### src/rtl/note_draw_pkg.sv
// note_draw_pkg: shared FSM states and VGA constants for the note lane drawer
package note_draw_pkg;
  typedef enum logic [1:0] {IDLE, ERASE, DRAW, FINISH} state_t;
  localparam int SCREEN_W = 160;
  localparam int SCREEN_H = 120;
  localparam int COLOUR_W = 3;
endpackage

### src/rtl/note_rect_scan.sv
// note_rect_scan: row-major W x H tile scan counter, x fastest
// Ports: start clears the scan, advance steps one pixel (wrapping after the last),
// cx/cy give the current pixel, last flags pixel (W-1,H-1).
module note_rect_scan #(
  parameter int W = 16,
  parameter int H = 8
) (
  input  logic       clk,
  input  logic       resetn,
  input  logic       start,
  input  logic       advance,
  output logic [4:0] cx,
  output logic [4:0] cy,
  output logic       last
);
  logic x_end, y_end;
  assign x_end = cx == 5'(W - 1);
  assign y_end = cy == 5'(H - 1);
  assign last = x_end && y_end;
  always_ff @(posedge clk) begin
    if (!resetn || start) begin
      cx <= '0;
      cy <= '0;
    end else if (advance) begin
      cx <= x_end ? '0 : cx + 5'd1;
      cy <= x_end ? (y_end ? '0 : cy + 5'd1) : cy;
    end
  end
endmodule

### src/rtl/note_lane_draw.sv
// note_lane_draw: per-frame erase of the old note tile and redraw at the new y
// Ports: frame_tick/y_in start an update; x_out/y_out/colour/plot stream one pixel
// per cycle to the VGA adapter; busy covers the update; done pulses when it ends.
module note_lane_draw
  import note_draw_pkg::*;
#(
  parameter logic [7:0]          X0          = 8'd120,
  parameter int                  W           = 16,
  parameter int                  H           = 8,
  parameter logic [COLOUR_W-1:0] NOTE_COLOUR = 3'b110,
  parameter logic [COLOUR_W-1:0] BG_COLOUR   = 3'b000,
  parameter int                  SCREEN_H    = note_draw_pkg::SCREEN_H
) (
  input  logic                clk,
  input  logic                resetn,
  input  logic                frame_tick,
  input  logic [7:0]          y_in,
  output logic [7:0]          x_out,
  output logic [6:0]          y_out,
  output logic [COLOUR_W-1:0] colour,
  output logic                plot,
  output logic                busy,
  output logic                done
);
  state_t state, state_n;
  logic [7:0] old_y, y_new;
  logic [4:0] cx, cy;
  logic       last, start, advance;
  logic [8:0] row;
  assign start = state == IDLE && frame_tick;
  assign advance = state == ERASE || state == DRAW;
  // 9-bit row so tiles hanging off the bottom clip instead of wrapping to the top
  assign row = {1'b0, state == DRAW ? y_new : old_y} + {4'b0, cy};
  note_rect_scan #(.W(W), .H(H)) u_scan (
    .clk(clk), .resetn(resetn), .start(start), .advance(advance),
    .cx(cx), .cy(cy), .last(last)
  );
  always_ff @(posedge clk) begin
    if (!resetn) state <= IDLE;
    else         state <= state_n;
  end
  always_comb begin
    state_n = state;
    state_n = state == IDLE  ? (frame_tick ? ERASE : IDLE) :
              state == ERASE ? (last ? DRAW : ERASE) :
              state == DRAW  ? (last ? FINISH : DRAW) : IDLE;
  end
  always_ff @(posedge clk) begin
    if (!resetn) begin
      x_out  <= '0;
      y_out  <= '0;
      colour <= '0;
      plot   <= 1'b0;
      busy   <= 1'b0;
      done   <= 1'b0;
      old_y  <= '0;
      y_new  <= '0;
    end else begin
      done <= state == FINISH;
      busy <= state_n != IDLE;
      plot <= advance && row < 9'(SCREEN_H);
      if (advance) begin
        x_out  <= X0 + {3'b0, cx};
        y_out  <= row[6:0];
        colour <= state == DRAW ? NOTE_COLOUR : BG_COLOUR;
      end
      if (start) y_new <= y_in;
      if (state == DRAW && last) old_y <= y_new;
    end
  end
endmodule

### config.mk
export PLATFORM = sky130hd
export DESIGN_NAME = note_lane_draw
export DESIGN_NICKNAME = d
export VERILOG_FILES = /design/src/rtl/note_draw_pkg.sv /design/src/rtl/note_rect_scan.sv /design/src/rtl/note_lane_draw.sv
export SDC_FILE = /design/constraint.sdc
export NUM_CORES = 1
export LEC_CHECK = 0
export ABC_AREA = 1
export BUFFER_PORTS_ARGS = -buffer_cell sky130_fd_sc_hd__buf_2
export CELL_PAD_IN_SITES_DETAIL_PLACEMENT = 0
export CELL_PAD_IN_SITES_GLOBAL_PLACEMENT = 2
export CORE_MARGIN = 2
export CORE_UTILIZATION = 32
export DETAILED_ROUTE_END_ITERATION = 10
export HOLD_SLACK_MARGIN = 0.03
export PLACE_DENSITY_LB_ADDON = 0.08
export RECOVER_POWER = 25
export SLEW_MARGIN = 0
export SYNTH_ARGS = -nofsm -noshare
export SYNTH_HDL_FRONTEND = slang
export SYNTH_HIERARCHICAL = 1
export SYNTH_SLANG_ARGS = --single-unit
### constraint.sdc
create_clock -name clk -period 2.45 [get_ports clk]
set_input_delay 0.1225 -clock clk [delete_from_list [all_inputs] [get_ports clk]]
set_output_delay 0.1225 -clock clk [all_outputs]
set_load 0.01 [all_outputs]
# Yosys cells after proc, flatten, opt, wreduce, memory -nomap -nowiden
# Cells that the tools add are included.
totals:
  ff_bits: 49
  input_bits: 11
  elab_cells: 41
classes:
  n_addsub: 4
  n_lt_le_gt_ge: 1
  n_eq_ne: 5
  muxes: 10
  n_reduce_logical: 10
op_table:
  columns: ["operator", "count"]
  rows:
  - ["adder 5 x 1 -> 5 bit (second input constant)", 2]
  - ["2-to-1 mux 5 bit", 2]
  - ["adder 8 x 5 -> 9 bit", 1]
  - ["< comparator 9 x 7 -> 1 bit (second input constant)", 1]
  - ["adder 7 x 5 -> 8 bit (first input constant)", 1]
  - ["2-to-1 mux 2 bit", 4]
  - ["2-to-1 mux 8 bit", 1]
  - ["== test 5 x 3 -> 1 bit (second input constant)", 1]
  - ["== test 5 x 4 -> 1 bit (second input constant)", 1]
  - ["== test 2 bit (second input constant)", 2]
  - ["logical AND 1 bit", 4]
  - ["2-to-1 mux 3 bit", 1]
  - ["== test 2 x 1 -> 1 bit (second input constant)", 1]
  - ["logical NOT 2 bit", 1]
  - ["logical OR 1 bit", 2]
  - ["2-to-1 mux 1 bit", 2]
  - ["AND reduction 2 bit", 1]
  - ["nonzero test 2 bit", 1]
  - ["logical NOT 1 bit", 1]

# Logic depth before layout (Yosys ltp)
# Gate-level depths: netlist of run 1.
depth:
  depth_word: 7
  ltp_mapped: 16
  ltp_nobuf: 16

# Modules after synthesis
# Netlist of run 1, hierarchy kept.
by_module_without_submodules:
  columns: ["mod", "n_inst", "cells_per_inst", "area_each_um2"]
  rows:
  - ["note_lane_draw", 1, 245, 1745.4]
  - ["note_rect_scan", 1, 74, 534.3]

# Worst setup path before layout of run 1
# OpenSTA, ideal clock, no wires.
synth_timing:
  path_kind: "register to register"
  from: "register state[0]"
  to: "register plot"
  setup_time_ns: 0.113
  arrival_ns: 2.013
  required_ns: 2.337
  slack_ns: 0.324
  path_stages_with_launch: 16
  path_buffers: 1
  cell_sequence: "dfxtp_1 inv_1 ha_1 buf_6 nand2_1 nand2_1 ha_1 fa_1 nand3_1 nand2_1 nand2_1 nand2_1 nand2_1 nand2_1 nor2_1 nor2_1"
synth_via:
  elab_chain_len: 5
  word_cells_on_any_way: 7
  cone_classes: "add/sub (1); order compare (1); eq/ne (2); mux (1); reduce/logical (2)"
synth_rtl:
  columns: ["element", "line", "text"]
  rows:
  - ["from (decl)", "note_lane_draw.sv:25", "state_t state, state_n;"]
  - ["from (signal assigned)", "note_lane_draw.sv:40", "else state <= state_n;"]
  - ["== test 2 bit", "note_lane_draw.sv:31, note_lane_draw.sv:33", null]
  - ["2-to-1 mux 8 bit", "note_lane_draw.sv:33", "assign row = {1'b0, state == DRAW ? y_new : old_y} + {4'b0, cy};"]
  - ["adder 8 x 5 -> 9 bit", "note_lane_draw.sv:33", null]
  - ["< comparator 9 x 7 -> 1 bit", "note_lane_draw.sv:61", "plot <= advance && row < 9'(SCREEN_H);"]
  - ["logical AND 1 bit *", "note_lane_draw.sv:61", null]
  - ["to (signal assigned)", "note_lane_draw.sv:61", null]
  - ["to (decl)", "note_lane_draw.sv:21", "output logic plot,"]
# Mark *: on every way between the ends. The rest lies on a longest branch, timed or not.
# A chain may end at the register's enable or synchronous reset.

# Worst setup path in the final report of run 1
# Ends and elaborated chain as after synthesis.

==> flow_metrics.env, run 1 <==
export IMPL_placedInstanceArea_sq_um=2530
export IMPL_cts_tree="yes"
export IMPL_period_minus_slack_ns=2.18
export IMPL_grt_pass1_vias=1755
export IMPL_antenna_found_initial=0
export IMPL_h_tree_depth=2
export IMPL_fin_util=0.384
export IMPL_rsz0062_at_grt="no"
export IMPL_criticalPathCategory="reg2reg"
export IMPL_pre_cts_slack_ns=0.236
export IMPL_placed_cells=440
export IMPL_overflow=0
export IMPL_status="finished clean"
export IMPL_fin_nets=377
export IMPL_clk_latency_ns=0.30
export IMPL_crit_arrival_ns=2.38
export IMPL_cts_buffers=5
export IMPL_seq_area_frac_synth=0.404
export IMPL_tightest_slew_ns=0.622
export IMPL_final_layout_size_suffix_gt1_frac=0.128
export IMPL_worst_slack_ns=0.274
export IMPL_vdd_drop_max_mv=0.236
export IMPL_hold_slack_ns=0.0617
export IMPL_antenna_cells=0
export IMPL_synth_seq_cells=46
export IMPL_maxSlewHeadroom=0.585
export IMPL_final_max_slew_viol_count=0
export IMPL_first_pass_iters=4
export IMPL_p_leak_nw=1.21
export IMPL_setup_viol_count_final=0
export IMPL_cellPowerDensity_nw_per_um2=570
export IMPL_fin_skew_ns=0.00810
export IMPL_hold_class="in2reg"
export IMPL_ys_types=31
export IMPL_cts_setup_buffers=0
export IMPL_drc=0
export IMPL_worst_setup_path_start_kind="flop"
export IMPL_required_ns=2.65
export IMPL_clk_pin_slew_ns=0.09
export IMPL_min_period_over_period=0.888
export IMPL_netlist_instances=319
export IMPL_area_growth_pct=15.1
export IMPL_ios=32
export IMPL_routed_wl_um=5290
export IMPL_fin_area_sq_um=2630
export IMPL_ant_nets=0
export IMPL_vias=1974
export IMPL_synthesis_nets=345
export IMPL_num_fill_cells=773
export IMPL_drt_iter0_markers=33
export IMPL_fp_dieH_um=88.4
export IMPL_grt_pass1_wl_um=8680
export IMPL_vias_per_cell=4.41
export IMPL_netlist_area_sq_um=2280
export IMPL_core_region_area_sq_um=6830
export IMPL_initial_core_util=0.334
export IMPL_stdcell_count=448
export IMPL_dp_hpwl_um=3970
export IMPL_root_buffer="clkbuf_8"
export IMPL_power_mw=1.50
export IMPL_yosysWarnings=6
export IMPL_wl_per_cell_um=11.8
export IMPL_clock_path_buffers=2
export IMPL_syn_avg_cell_area_sq_um=7.15
export IMPL_dieArea_sq_um=7820
export IMPL_die_width_um=88.4
export IMPL_max_freq_mhz=460
export IMPL_hold_viol=0
export IMPL_setup_tns_ns=0
export IMPL_cts_sinks=46
export IMPL_placementRows=30
export IMPL_gp_congestion=0.762
export IMPL_cap_violations=0
export IMPL_cp_max_fo=9
export IMPL_io_buffer_count=30
export IMPL_gr_usage_all_layers=0.145
export IMPL_grt_max_degree=27
export IMPL_cp_end_kind="flop"
-- cell type report --
cell class / instances / area [sq um] / share of cell area
clock buffers: 6 / 72.6 / 0.0276
clock inverters: 2 / 37.5 / 0.0143
inverters: 33 / 124 / 0.0472
multi-input cells: 230 / 1180 / 0.450
flip-flops and latches: 46 / 921 / 0.351
well taps: 96 / 120 / 0.0458
repair buffers: 35 / 169 / 0.0643
-- per-layer routing --
metal  vias to the layer above  part of all wire  track usage
li1                       1071                 -            -
met1                       866              0.51        0.198
met2                        30              0.45        0.232
met3                         7             0.027       0.0308
met4                         0             0.010       0.0372
met5                         -                 0            0
-- registers in the layout (all words and copies together) (netlist names) --
name / cells
old_y: 8
u_scan/cy: 5
done: 1
state: 2
y_out: 7
colour: 1
busy: 1
u_scan/cx: 5
y_new: 8
x_out: 7
plot: 1
-- worst max-delay path, stage by stage, from the launching register on --
cell	delay, ns
dfxtp_1	0.34
inv_1	0.08
ha_2	0.21
inv_2	0.09
nand2_1	0.07
nand2_1	0.05
ha_1	0.21
fa_1	0.41
nand3_1	0.11
nand2_1	0.07
nand2_1	0.09
nand2_1	0.05
nand2_1	0.07
nand2_1	0.07
nor2_1	0.10
nor2_1	0.05
-- cells in the final DEF, fill, tap and decap left out, types with 2 or more instances in the layout --
cell type	instances
nand2_1	84
nor2_1	46
dfxtp_1	46
inv_1	27
o21ai_0	24
a21oi_1	23
clkbuf_1	16
buf_2	15
nand3_1	13
ha_1	13
clkbuf_8	5
buf_4	5
inv_2	4
nor2_2	4
clkinv_1	2
xor2_1	2
nand2_2	2
nand4_1	2
nand3b_1	2
nor2_4	2
-- final timing paths --
| path | cells past startpoint | to | slack, ns | startpoint |
|---|---|---|---|---|
| worst max-delay path | 15 | plot | 0.27 | state[0] |
| worst min register to register | 2 | old_y[0] | 0.47 | old_y[0] |
| worst max register to register | 15 | plot | 0.27 | state[0] |
| worst min-delay path | 3 | y_new[1] | 0.06 | y_in[1] |
-- power breakdown --
group	switching, mW	leakage [nW]	internal (mW)	total (mW)
clock network	0.268	0.0514	0.305	0.573
registers	0.0194	0.375	0.779	0.798
logic	0.0819	0.785	0.0442	0.126
-- cell usage after synthesis --
master / instances / area, sq um
a211oi_1: 1 / 7.51
a21oi_1: 23 / 115
a21oi_2: 1 / 8.76
a31oi_1: 1 / 6.26
buf_4: 3 / 22.5
buf_6: 1 / 11.3
clkbuf_1: 6 / 22.5
clkinv_1: 2 / 7.51
conb_1: 1 / 3.75
dfxtp_1: 46 / 921
fa_1: 1 / 20.0
ha_1: 14 / 175
inv_1: 27 / 101
inv_2: 4 / 15.0
nand2_1: 84 / 315
nand2_2: 2 / 12.5
nand2_4: 1 / 11.3
nand3_1: 13 / 65.1
nand3b_1: 2 / 15.0
nand4_1: 2 / 12.5
nor2_1: 46 / 173
nor2_2: 4 / 25.0
nor2_4: 2 / 22.5
nor2_8: 1 / 20.0
nor3_1: 1 / 5.00
o211ai_1: 1 / 7.51
o21ai_0: 24 / 120
o21ai_1: 1 / 5.00
o21ai_2: 1 / 8.76
or2_2: 1 / 6.26
xor2_1: 2 / 17.5
-- timing repair --
item,in CTS,in global routing
gates resized for setup,0,1
setup endpoints to repair,0,1
hold buffers,0,0
-- logic make-up (layout without fill, tap and decap cells) --
family,count (synthesis),after routing,share of synthesized area
simple gates,159,159,0.300
compound gates,53,53,0.122
flops,46,46,0.404
other cells,1,1,0.00164
fa+ha+maj,15,15,0.0856
buf+inv,43,76,0.0790
xor+xnor,2,2,0.00769
Note: power is estimated with default switching activity, not from simulation.
==> run 2, diff against run 1 <==
--- a/config.mk
+++ b/config.mk
@@ -13,6 +13,7 @@
 export CORE_UTILIZATION = 32
 export DETAILED_ROUTE_END_ITERATION = 10
 export HOLD_SLACK_MARGIN = 0.03
+export MAX_ROUTING_LAYER = met4
 export PLACE_DENSITY_LB_ADDON = 0.08
 export RECOVER_POWER = 25
 export SLEW_MARGIN = 0
==> flow_metrics.env, run 2 (same netlist as run 1, synthesis figures left out) <==
export IMPL_slowest_delay_ns=0.41
export IMPL_fp_dieH_um=88.4
export IMPL_vias_per_cell=4.39
export IMPL_status="finished clean"
export IMPL_worst_slack_ns=0.275
export IMPL_setup_viol_count_final=0
export IMPL_gp_congestion=0.772
export IMPL_pre_cts_slack_ns=0.236
export IMPL_gr_usage_all_layers=0.149
export IMPL_pwr_share_seq=0.534
export IMPL_crit_top_cell="nand2_1"
export IMPL_switchingPower_mw=0.368
export IMPL_h_tree_depth=2
export IMPL_core_region_area_sq_um=6830
export IMPL_crit_arrival_ns=2.37
export IMPL_criticalPathCategory="reg2reg"
export IMPL_cpLargestDelayFamily="adder cells"
export IMPL_area_growth_pct=15.1
export IMPL_drc=0
export IMPL_rsz0062_at_grt="no"
export IMPL_cts_tree="yes"
export IMPL_internal_power_mw=1.13
export IMPL_root_buffer="clkbuf_8"
export IMPL_placedInstanceArea_sq_um=2530
export IMPL_wl_per_cell_um=11.8
export IMPL_required_ns=2.65
export IMPL_dp_hpwl_um=3970
export IMPL_overflow=0
export IMPL_routed_wl_um=5270
export IMPL_fin_skew_ns=0.00780
export IMPL_ant_nets=0
export IMPL_hold_class="in2reg"
export IMPL_cp_end_kind="flop"
export IMPL_p_comb_frac=0.084
export IMPL_cp_max_fo=9
export IMPL_cap_violations=0
export IMPL_crit_path_cell_trace="inv_1 -> ha_2 -> inv_2 -> nand2_1 -> nand2_1 -> ha_1 -> fa_1 -> nand3_1 -> nand2_1 -> nand2_1 -> nand2_1 -> nand2_1 -> nand2_1 -> nor2_1 -> nor2_1"
export IMPL_vdd_drop_max_mv=0.236
export IMPL_worst_setup_path_start_kind="flop"
export IMPL_grt_pass1_wl_um=8670
export IMPL_maxSlewHeadroom=0.581
export IMPL_vias=1967
export IMPL_largest_registers="old_y: 8 flops, y_new: 8 flops"
export IMPL_antenna_cells=0
export IMPL_period_minus_slack_ns=2.17
export IMPL_dieArea_sq_um=7820
export IMPL_switching_share=0.246
export IMPL_fin_area_sq_um=2630
export IMPL_layout_commonest_cell="nand2_1"
export IMPL_fin_nets=377
export IMPL_max_freq_mhz=460
export IMPL_initial_core_util=0.334
export IMPL_clk_pin_slew_ns=0.09
export IMPL_cellPowerDensity_nw_per_um2=570
export IMPL_setup_tns_ns=0
export IMPL_cts_sinks=46
export IMPL_power_clock_fraction=0.382
export IMPL_grt_max_degree=27
export IMPL_clock_path_buffers=2
export IMPL_cts_setup_buffers=0
export IMPL_first_pass_iters=4
export IMPL_tightest_slew_ns=0.628
export IMPL_final_layout_size_suffix_gt1_frac=0.128
export IMPL_die_width_um=88.4
export IMPL_drt_iter0_markers=34
export IMPL_min_period_over_period=0.888
export IMPL_clk_latency_ns=0.30
export IMPL_io_buffer_count=30
export IMPL_slowest_stage="fa_1"
export IMPL_p_leak_nw=1.21
export IMPL_placementRows=30
export IMPL_ios=32
export IMPL_grt_pass1_vias=1751
export IMPL_layout_common_cells="nand2_1 (84), nor2_1 (46), dfxtp_1 (46), inv_1 (27), o21ai_0 (24)"
export IMPL_antenna_found_initial=0
export IMPL_final_max_slew_viol_count=0
export IMPL_hold_viol=0
export IMPL_path_buf_inv=2
export IMPL_cts_buffers=5
==> run 2: cell counts in the layout (fill, tap and decap cells not counted) <==
No cell type changed its count.
==> run 2: worst reg2reg max path, cell delays in order (launching register included) <==
cell and delay, ns:
dfxtp_1 0.34, inv_1 0.08, ha_2 0.21, inv_2 0.09, nand2_1 0.07, nand2_1 0.05, ha_1 0.21, fa_1 0.42
nand3_1 0.11, nand2_1 0.07, nand2_1 0.09, nand2_1 0.05, nand2_1 0.07, nand2_1 0.07, nor2_1 0.10, nor2_1 0.05
==> run 2: per-layer routing <==
| metal | GRT usage | part of all wire | routed length, um | vias to the layer above |
|---|---|---|---|---|
| met5 | - | 0 | 0 | - |
| met4 | 0.0372 | 0.0080 | 42 | 0 |
| met3 | 0.0308 | 0.026 | 136 | 6 |
| met2 | 0.232 | 0.45 | 2370 | 27 |
| met1 | 0.198 | 0.52 | 2720 | 862 |
| li1 | - | - | - | 1072 |
==> run 2: stage by stage <==
step / util / cells / hold WS [ns] / power (mW)
2_1_floorplan: - / 319 / 0.261 / 0.897
5_1_grt: 0.384 / 448 / 0.0712 / 1.57
3_5_place_dp: 0.371 / 440 / 0.376 / 0.949
3_3_place_gp: 0.371 / 440 / 0.371 / 0.949
4_1_cts: 0.387 / 448 / 0.0560 / 1.52
6_report: 0.384 / 448 / 0.0638 / 1.50
==> run 2: final cells by class <==
class	count	area, sq um
fillers	773	4210
multi-input cells	230	1180
flip-flops and latches	46	921
repair buffers	35	169
inverters	33	124
well taps	96	120
clock buffers	6	72.6
clock inverters	2	37.5
==> run 2: power by group through the flow <==
stage / clock network [mW] / logic, mW / registers, mW
floorplan: 0 / 0.0759 / 0.821
global placement: 0 / 0.133 / 0.816
detailed placement: 0 / 0.133 / 0.816
CTS: 0.593 / 0.134 / 0.799
global route: 0.625 / 0.144 / 0.803
finish: 0.572 / 0.126 / 0.798
==> run 2: timing repair <==
item / 4_1_cts / 5_1_grt
hold buffers: 0 / 0
resized for setup: 0 / 1
setup endpoints to repair: 0 / 1
==> run 2: worst paths after layout <==
check / cells past startpoint / startpoint / end / slack [ns]
worst max-delay path: 15 / state[0] / plot / 0.28
worst min-delay path: 3 / y_in[1] / y_new[1] / 0.06
worst max register to register: 15 / state[0] / plot / 0.28
worst min register to register: 2 / old_y[0] / old_y[0] / 0.47
